$ cat src/rtl/seg_scan_decoder_if.sv
// Frame handshake between the scan decoder (master) and whatever consumes
// the recovered 16-bit display frames (slave).
interface seg_scan_decoder_if;
  logic [15:0] frame_data;
  logic        frame_valid;
  logic        frame_ready;

  modport master (
    output frame_data,
    output frame_valid,
    input  frame_ready
  );

  modport slave (
    input  frame_data,
    input  frame_valid,
    output frame_ready
  );
endinterface

$ cat src/rtl/seg_scan_decoder.sv
// Watches a multiplexed 7-segment display's anode/segment lines, decodes each
// stable digit dwell to a hex nibble and hands out complete 4-digit frames.
module seg_scan_decoder #(
  parameter int STABLE_CYCLES = 1
) (
  input  logic                       clk,
  input  logic                       btnC,
  input  logic [3:0]                 an,
  input  logic [6:0]                 seg,
  seg_scan_decoder_if.master         frame,
  output logic                       overrun,
  output logic                       err_seg,
  output logic                       err_an
);

  localparam logic [3:0] STABLE_N = 4'(STABLE_CYCLES);

  typedef enum logic [1:0] {IDLE, SETTLE, HELD} state_t;

  function automatic logic [4:0] seg_decode(input logic [6:0] s);
    case (s)
      7'h40:   return {1'b1, 4'h0};
      7'h79:   return {1'b1, 4'h1};
      7'h24:   return {1'b1, 4'h2};
      7'h30:   return {1'b1, 4'h3};
      7'h19:   return {1'b1, 4'h4};
      7'h12:   return {1'b1, 4'h5};
      7'h02:   return {1'b1, 4'h6};
      7'h78:   return {1'b1, 4'h7};
      7'h00:   return {1'b1, 4'h8};
      7'h10:   return {1'b1, 4'h9};
      7'h08:   return {1'b1, 4'hA};
      7'h03:   return {1'b1, 4'hB};
      7'h46:   return {1'b1, 4'hC};
      7'h21:   return {1'b1, 4'hD};
      7'h06:   return {1'b1, 4'hE};
      7'h0E:   return {1'b1, 4'hF};
      default: return 5'h00;
    endcase
  endfunction

  logic [3:0]  an_p0;
  logic [6:0]  seg_p0;
  state_t      state, state_nxt;
  logic [3:0]  cnt, cnt_nxt;
  logic        cap;
  logic        match;
  logic        an_ok;
  logic [1:0]  an_idx;
  logic [4:0]  dec;
  logic        rec;
  logic [3:0]  seen, seen_nxt;
  logic [15:0] shadow;
  logic        complete;
  logic        slot_free;

  // Stage p0: sample register; reset to blank so a dwell held across reset starts over
  always_ff @(posedge clk) begin
    if (btnC) begin
      an_p0  <= 4'hF;
      seg_p0 <= 7'h7F;
    end else begin
      an_p0  <= an;
      seg_p0 <= seg;
    end
  end

  assign match = (an == an_p0) && (seg == seg_p0);

  always_comb begin
    state_nxt = state;
    cnt_nxt   = cnt;
    cap       = 1'b0;
    if (!match) begin
      state_nxt = IDLE;
      cnt_nxt   = 4'd0;
    end else begin
      case (state)
        IDLE: begin
          if (an != 4'hF) begin
            cnt_nxt = 4'd1;
            if (STABLE_N <= 4'd1) begin
              cap       = 1'b1;
              state_nxt = HELD;
            end else begin
              state_nxt = SETTLE;
            end
          end
        end
        SETTLE: begin
          cnt_nxt = cnt + 4'd1;
          if (cnt + 4'd1 >= STABLE_N) begin
            cap       = 1'b1;
            state_nxt = HELD;
          end
        end
        HELD:    state_nxt = HELD;
        default: state_nxt = IDLE;
      endcase
    end
  end

  always_comb begin
    an_ok  = 1'b1;
    an_idx = 2'd0;
    case (an_p0)
      4'b1110: an_idx = 2'd0;
      4'b1101: an_idx = 2'd1;
      4'b1011: an_idx = 2'd2;
      4'b0111: an_idx = 2'd3;
      default: an_ok  = 1'b0;
    endcase
  end

  assign dec       = seg_decode(seg_p0);
  assign rec       = cap && an_ok && dec[4];
  assign complete  = (seen == 4'hF);
  assign slot_free = !frame.frame_valid || frame.frame_ready;

  // Completion clears seen; a capture on the same edge would still be kept
  always_comb begin
    seen_nxt = complete ? 4'h0 : seen;
    if (rec) seen_nxt[an_idx] = 1'b1;
  end

  // Stage p1: capture, frame assembly and output slot
  always_ff @(posedge clk) begin
    if (btnC) begin
      state             <= IDLE;
      cnt               <= 4'd0;
      seen              <= 4'h0;
      shadow            <= 16'h0000;
      frame.frame_data  <= 16'h0000;
      frame.frame_valid <= 1'b0;
      overrun           <= 1'b0;
      err_seg           <= 1'b0;
      err_an            <= 1'b0;
    end else begin
      state <= state_nxt;
      cnt   <= cnt_nxt;
      seen  <= seen_nxt;
      if (rec) shadow[{an_idx, 2'b00} +: 4] <= dec[3:0];
      if (cap && !an_ok) err_an <= 1'b1;
      if (cap && an_ok && !dec[4]) err_seg <= 1'b1;
      if (complete && slot_free) begin
        frame.frame_data  <= shadow;
        frame.frame_valid <= 1'b1;
      end else if (frame.frame_valid && frame.frame_ready) begin
        frame.frame_valid <= 1'b0;
      end
      if (complete && !slot_free) overrun <= 1'b1;
    end
  end

endmodule

$ cat src/flat_wrapper.sv
// flat-port wrapper written by rule: the top's interface ports become plain ports
module seg_scan_decoder_flat 
#(
  parameter int STABLE_CYCLES = 1
)
  (clk, btnC, an, seg, overrun, err_seg, err_an, frame_frame_data, frame_frame_valid, frame_frame_ready);
  seg_scan_decoder_if frame_i ();
  input  logic clk;
  input  logic btnC;
  input  logic [3:0] an;
  input  logic [6:0] seg;
  output logic overrun;
  output logic err_seg;
  output logic err_an;
  output wire logic [$bits(frame_i.frame_data)-1:0] frame_frame_data;
  output wire logic [$bits(frame_i.frame_valid)-1:0] frame_frame_valid;
  input wire logic [$bits(frame_i.frame_ready)-1:0] frame_frame_ready;
  assign frame_frame_data = frame_i.frame_data;
  assign frame_frame_valid = frame_i.frame_valid;
  assign frame_i.frame_ready = frame_frame_ready;
  seg_scan_decoder #(.STABLE_CYCLES(STABLE_CYCLES)) u_core (.clk(clk), .btnC(btnC), .an(an), .seg(seg), .frame(frame_i), .overrun(overrun), .err_seg(err_seg), .err_an(err_an));
endmodule
$ cat config.mk
export PLATFORM = sky130hd
export DESIGN_NAME = seg_scan_decoder_flat
export DESIGN_NICKNAME = d
export VERILOG_FILES = /design/src/rtl/seg_scan_decoder_if.sv /design/src/rtl/seg_scan_decoder.sv /design/src/flat_wrapper.sv
export SDC_FILE = /design/constraint.sdc
export NUM_CORES = 1
export LEC_CHECK = 0
export BUFFER_PORTS_ARGS = -buffer_cell sky130_fd_sc_hd__buf_2
export CORE_MARGIN = 10
export CORE_UTILIZATION = 28
export CTS_BUF_LIST = sky130_fd_sc_hd__clkbuf_8
export DETAILED_ROUTE_END_ITERATION = 7
export MAX_ROUTING_LAYER = met4
export PLACE_DENSITY = 0.47
export SETUP_SLACK_MARGIN = 0.15
export SKIP_CTS_REPAIR_TIMING = 1
export SLEW_MARGIN = 30
export SYNTH_ARGS = -nofsm -noshare
export SYNTH_HDL_FRONTEND = slang
export SYNTH_SLANG_ARGS = --single-unit
$ cat constraint.sdc
create_clock -name clk -period 2.85 [get_ports clk]
set_input_delay 0.1425 -clock clk [delete_from_list [all_inputs] [get_ports clk]]
set_output_delay 0.1425 -clock clk [all_outputs]
set_load 0.005 [all_outputs]
==> summary.md <==
| Metric | Value |
|---|---|
| PD cells | 451 mW/mm2 |
| Final hold viol count | 0 |
| Post-Synthesis Cells | 297 |
| IO buf count | 33 |
| Drt total wl | 5880 um |
| Worst-case reg-to-reg path depth | 5 |
| Yosys warns | 0 |
| Kind of critical path | reg -> reg |
| WL/cell | 13.7 um |
| Initial DRC Count | 159 |
| Startpoint types | flop |
| Peak supply drop | 0.000227 V |
| Rows | 35 |
| Slowest stage delay, CP | 600 ps |
| Launching point of the worst reg2reg path | u_core.seg_p0[6]$_SDFF_PP1_ |
| Worst path cell trace | or4b_1 -> or4b_4 -> nand4_4 -> o2111ai_2 -> mux2i_1 |
| Slew Limit Fails | 0 |
| Hold path startpoint | seg[6] |
| Initial antenna violation count | 0 |
| Routed vias/inst | 4.79 |
| Reg-to-reg endpoint | u_core.shadow[9]$_SDFFE_PP0P_ |
| CTS tree | yes |
| Clock sinks | 52 |
| NumNets Final | 338 |
| Period utilization | 83.6% |
| Ys flop type | dfxtp_1 |
| Post-synth EDFFs | 0 |
| # DRC | 0 |
| Minimum clock period | 2380 ps |
| Die ar. | 0.0137 mm2 |
| Register Area | 0.00104 mm2 |
| RSZ-0062 raised after global routing | no |
| Total I/O pin count | 34 |
| Critical Path RT | 3040 ps |
| Floorplan core area | 0.00920 mm2 |
| Yosys cell types | 49 |
| Non-Filler Instances | 430 |
| Post-route ant nets | 0 |
| Worst skew pair latency | 310 ps |
| TNS Setup | 0 ps |
| Die height | 117 um |
| Kind of cell adding the most delay to the critical path | simple AND/OR/NAND/NOR gates |
| Relative slew slack | 41.4% |
| Multi-input logic area | 0.00148 mm2 |
| Flops & latches, synth | 52 |
| Setup Viol. Count Final | 0 |
| Sequential area share after synthesis | 39.6% |
| CTS max path bufs | 2 |
| Worst path bufs/invs | 0 |
| Slew @ Worst Pin | 880 ps |
| Hold Crit Class | in -> reg |
| Clock transition at the registers of the reported paths | 110 ps |
| Largest area contributor in the netlist | dfxtp_1 |
| H-Tree Depth | 2 |
| GRT Total Usage | 9.07% |
| Largest net degree at the start of global routing | 56 |
| CP endpoint kind | flop |
| Hold path endpoint | u_core.seg_p0[6]$_SDFF_PP1_ |
| Critical Path Fanout Max | 15 |
| Antenna Cells | 0 |
| Dpl hpwl | 4160 um |
| Mapped Nets | 317 |
| Vias in the first global route | 2062 |
| Top cells by area, synth | dfxtp_1 (40%), nand2_1 (8.0%), mux2i_1 (6.1%) |
| Area grow syn2layout | 12.2% |
| Syn Area/Cell | 8.85 um2 |
| Outcome | complete, no violations |
| DR vias | 2058 |
| Fmax | 420 MHz |
| Post-synthesis instance area | 0.00263 mm2 |
| Ys async rst share | 0% |
| Die Wd | 117 um |
| Skew final | 6.64 ps |
| Initial DRT Pass Iterations | 4 |
| Placed cell count | 422 |
| Starting Density | 28.6% |
| WHS Path Cells | 2 |
| LEAKAGE | 1.15 nW |
| Final Wtd Congestion | 0.776 |
| Worst EP arrival | 2580 ps |
| Share of the synthesized area in the top cell type | 39.6% |
| TritonCTS buffer count | 5 |
| First-pass GRT wire length | 9870 um |
| Layout cell share with drive strength beyond 1 | 20.1% |
| Number of max-cap violations | 0 |
| R2r setup slk | 470 ps |
| Root buf cell | clkbuf_8 |
| Filler cells | 997 |
| Critical path's slowest cell | or4b_1 |
| GRT overflow | 0 |
## metal layers
layer	global-route usage [%]	part of all wire (%)	vias to the layer above
met3	2.14	3.8	6
met4	3.05	1.7	0
met1	11.1	49	957
met2	14.4	45	28
met5	-	0	-
li1	-	-	1067
## synthesized netlist by cell type (all sizes together), types with 3 or more instances
cell type,number
a21oi,25
and3b,3
buf,3
clkbuf,18
dfxtp,52
ha,6
inv,3
mux2i,16
nand2,56
nand2b,18
nand3,3
nand4,4
nor2,11
nor2b,3
nor3,4
nor3b,3
nor4b,3
nor4bb,3
o2111ai,6
o21ai,4
or2,13
xnor2,9
xor2,6
## flip-flops by register name, summed over array words and instances, names as in the netlist
register and flops:
u_core.frame.frame_data 16, u_core.an_p0 4, u_core.seen 4, u_core.state 1
u_core.err_seg 1, u_core.seg_p0 7, u_core.shadow 16, u_core.frame.frame_valid 1
u_core.err_an 1, u_core.overrun 1
## power breakdown
| group | internal, W | total, W | leakage, nW | switching (W) |
|---|---|---|---|---|
| combinational | 0.0000509 | 0.000115 | 0.686 | 0.0000636 |
| clock | 0.000180 | 0.000458 | 0.0423 | 0.000278 |
| sequential | 0.000735 | 0.000759 | 0.422 | 0.0000243 |
## worst reg2reg max path, delay by kind of cell, from the launching register on
| family | cells | cell delay (ps) |
|---|---|---|
| mux | 1 | 180 |
| simple gates | 3 | 1340 |
| compound gates | 1 | 270 |
| flops | 1 | 480 |
## stage by stage
stage	area, um2	hold WS, ps	utilization, %	setup WS (ps)	power (W)
4_1_cts	2950	23.8	32.1	456	0.00136
2_1_floorplan	2630	249	-	784	0.000858
5_1_grt	2950	16.5	32.1	342	0.00140
3_3_place_gp	2860	359	31.0	543	0.000889
3_5_place_dp	2860	358	31.0	480	0.000890
6_report	2950	35.1	32.1	467	0.00133
## kinds of logic (layout without fill, tap and decap cells)
logic type               Yosys count  after routing  share of synthesized area (%)
XOR/XNOR                          15             15                           5.00
flip-flops                        52             52                           39.6
multiplexers                      16             16                           6.09
adder cells (fa/ha/maj)            6              6                           2.86
buffers and inverters             24             46                           3.95
AND/OR/NAND/NOR                  136            136                           28.2
AO/OA/AOI/OAI                     48             48                           14.3
## placed cells by master (no fill, tap or decap), types with 4 or more instances in the layout
master	n
buf_2	33
or2_2	12
clkbuf_8	5
nand2_1	56
dfxtp_1	52
xor2_1	6
xnor2_1	9
a21oi_1	25
mux2i_1	16
nor3_1	4
o21ai_0	4
nand2b_1	18
ha_1	6
nor2_1	11
## layout make-up
type | count | share of cell area (%)
sequential | 52 | 35.3
timing repair buffer | 35 | 6.11
clock buffer | 5 | 2.33
inverter | 3 | 0.382
clock inverter | 3 | 0.891
tap | 111 | 4.71
multi-input combinational | 221 | 50.3
## worst max path at each step
| stage | depth (start not counted) | slack [ps] | startpoint | endpoint |
|---|---|---|---|---|
| 6_report | 5 | 470 | u_core.seg_p0[6]$_SDFF_PP1_ | u_core.shadow[9]$_SDFFE_PP0P_ |
| 5_1_grt | 6 | 340 | u_core.an_p0[3]$_SDFF_PP1_ | u_core.shadow[3]$_SDFFE_PP0P_ |
| 4_1_cts | 5 | 460 | u_core.seg_p0[6]$_SDFF_PP1_ | u_core.shadow[9]$_SDFFE_PP0P_ |
| 3_5_place_dp | 5 | 480 | u_core.seg_p0[6]$_SDFF_PP1_ | u_core.shadow[9]$_SDFFE_PP0P_ |
| 3_3_place_gp | 5 | 540 | u_core.seg_p0[6]$_SDFF_PP1_ | u_core.shadow[9]$_SDFFE_PP0P_ |
| 2_1_floorplan | 6 | 780 | u_core.seg_p0[6]$_SDFF_PP1_ | u_core.shadow[0]$_SDFFE_PP0P_ |
No activity file was read; power rests on OpenSTA's default activity.
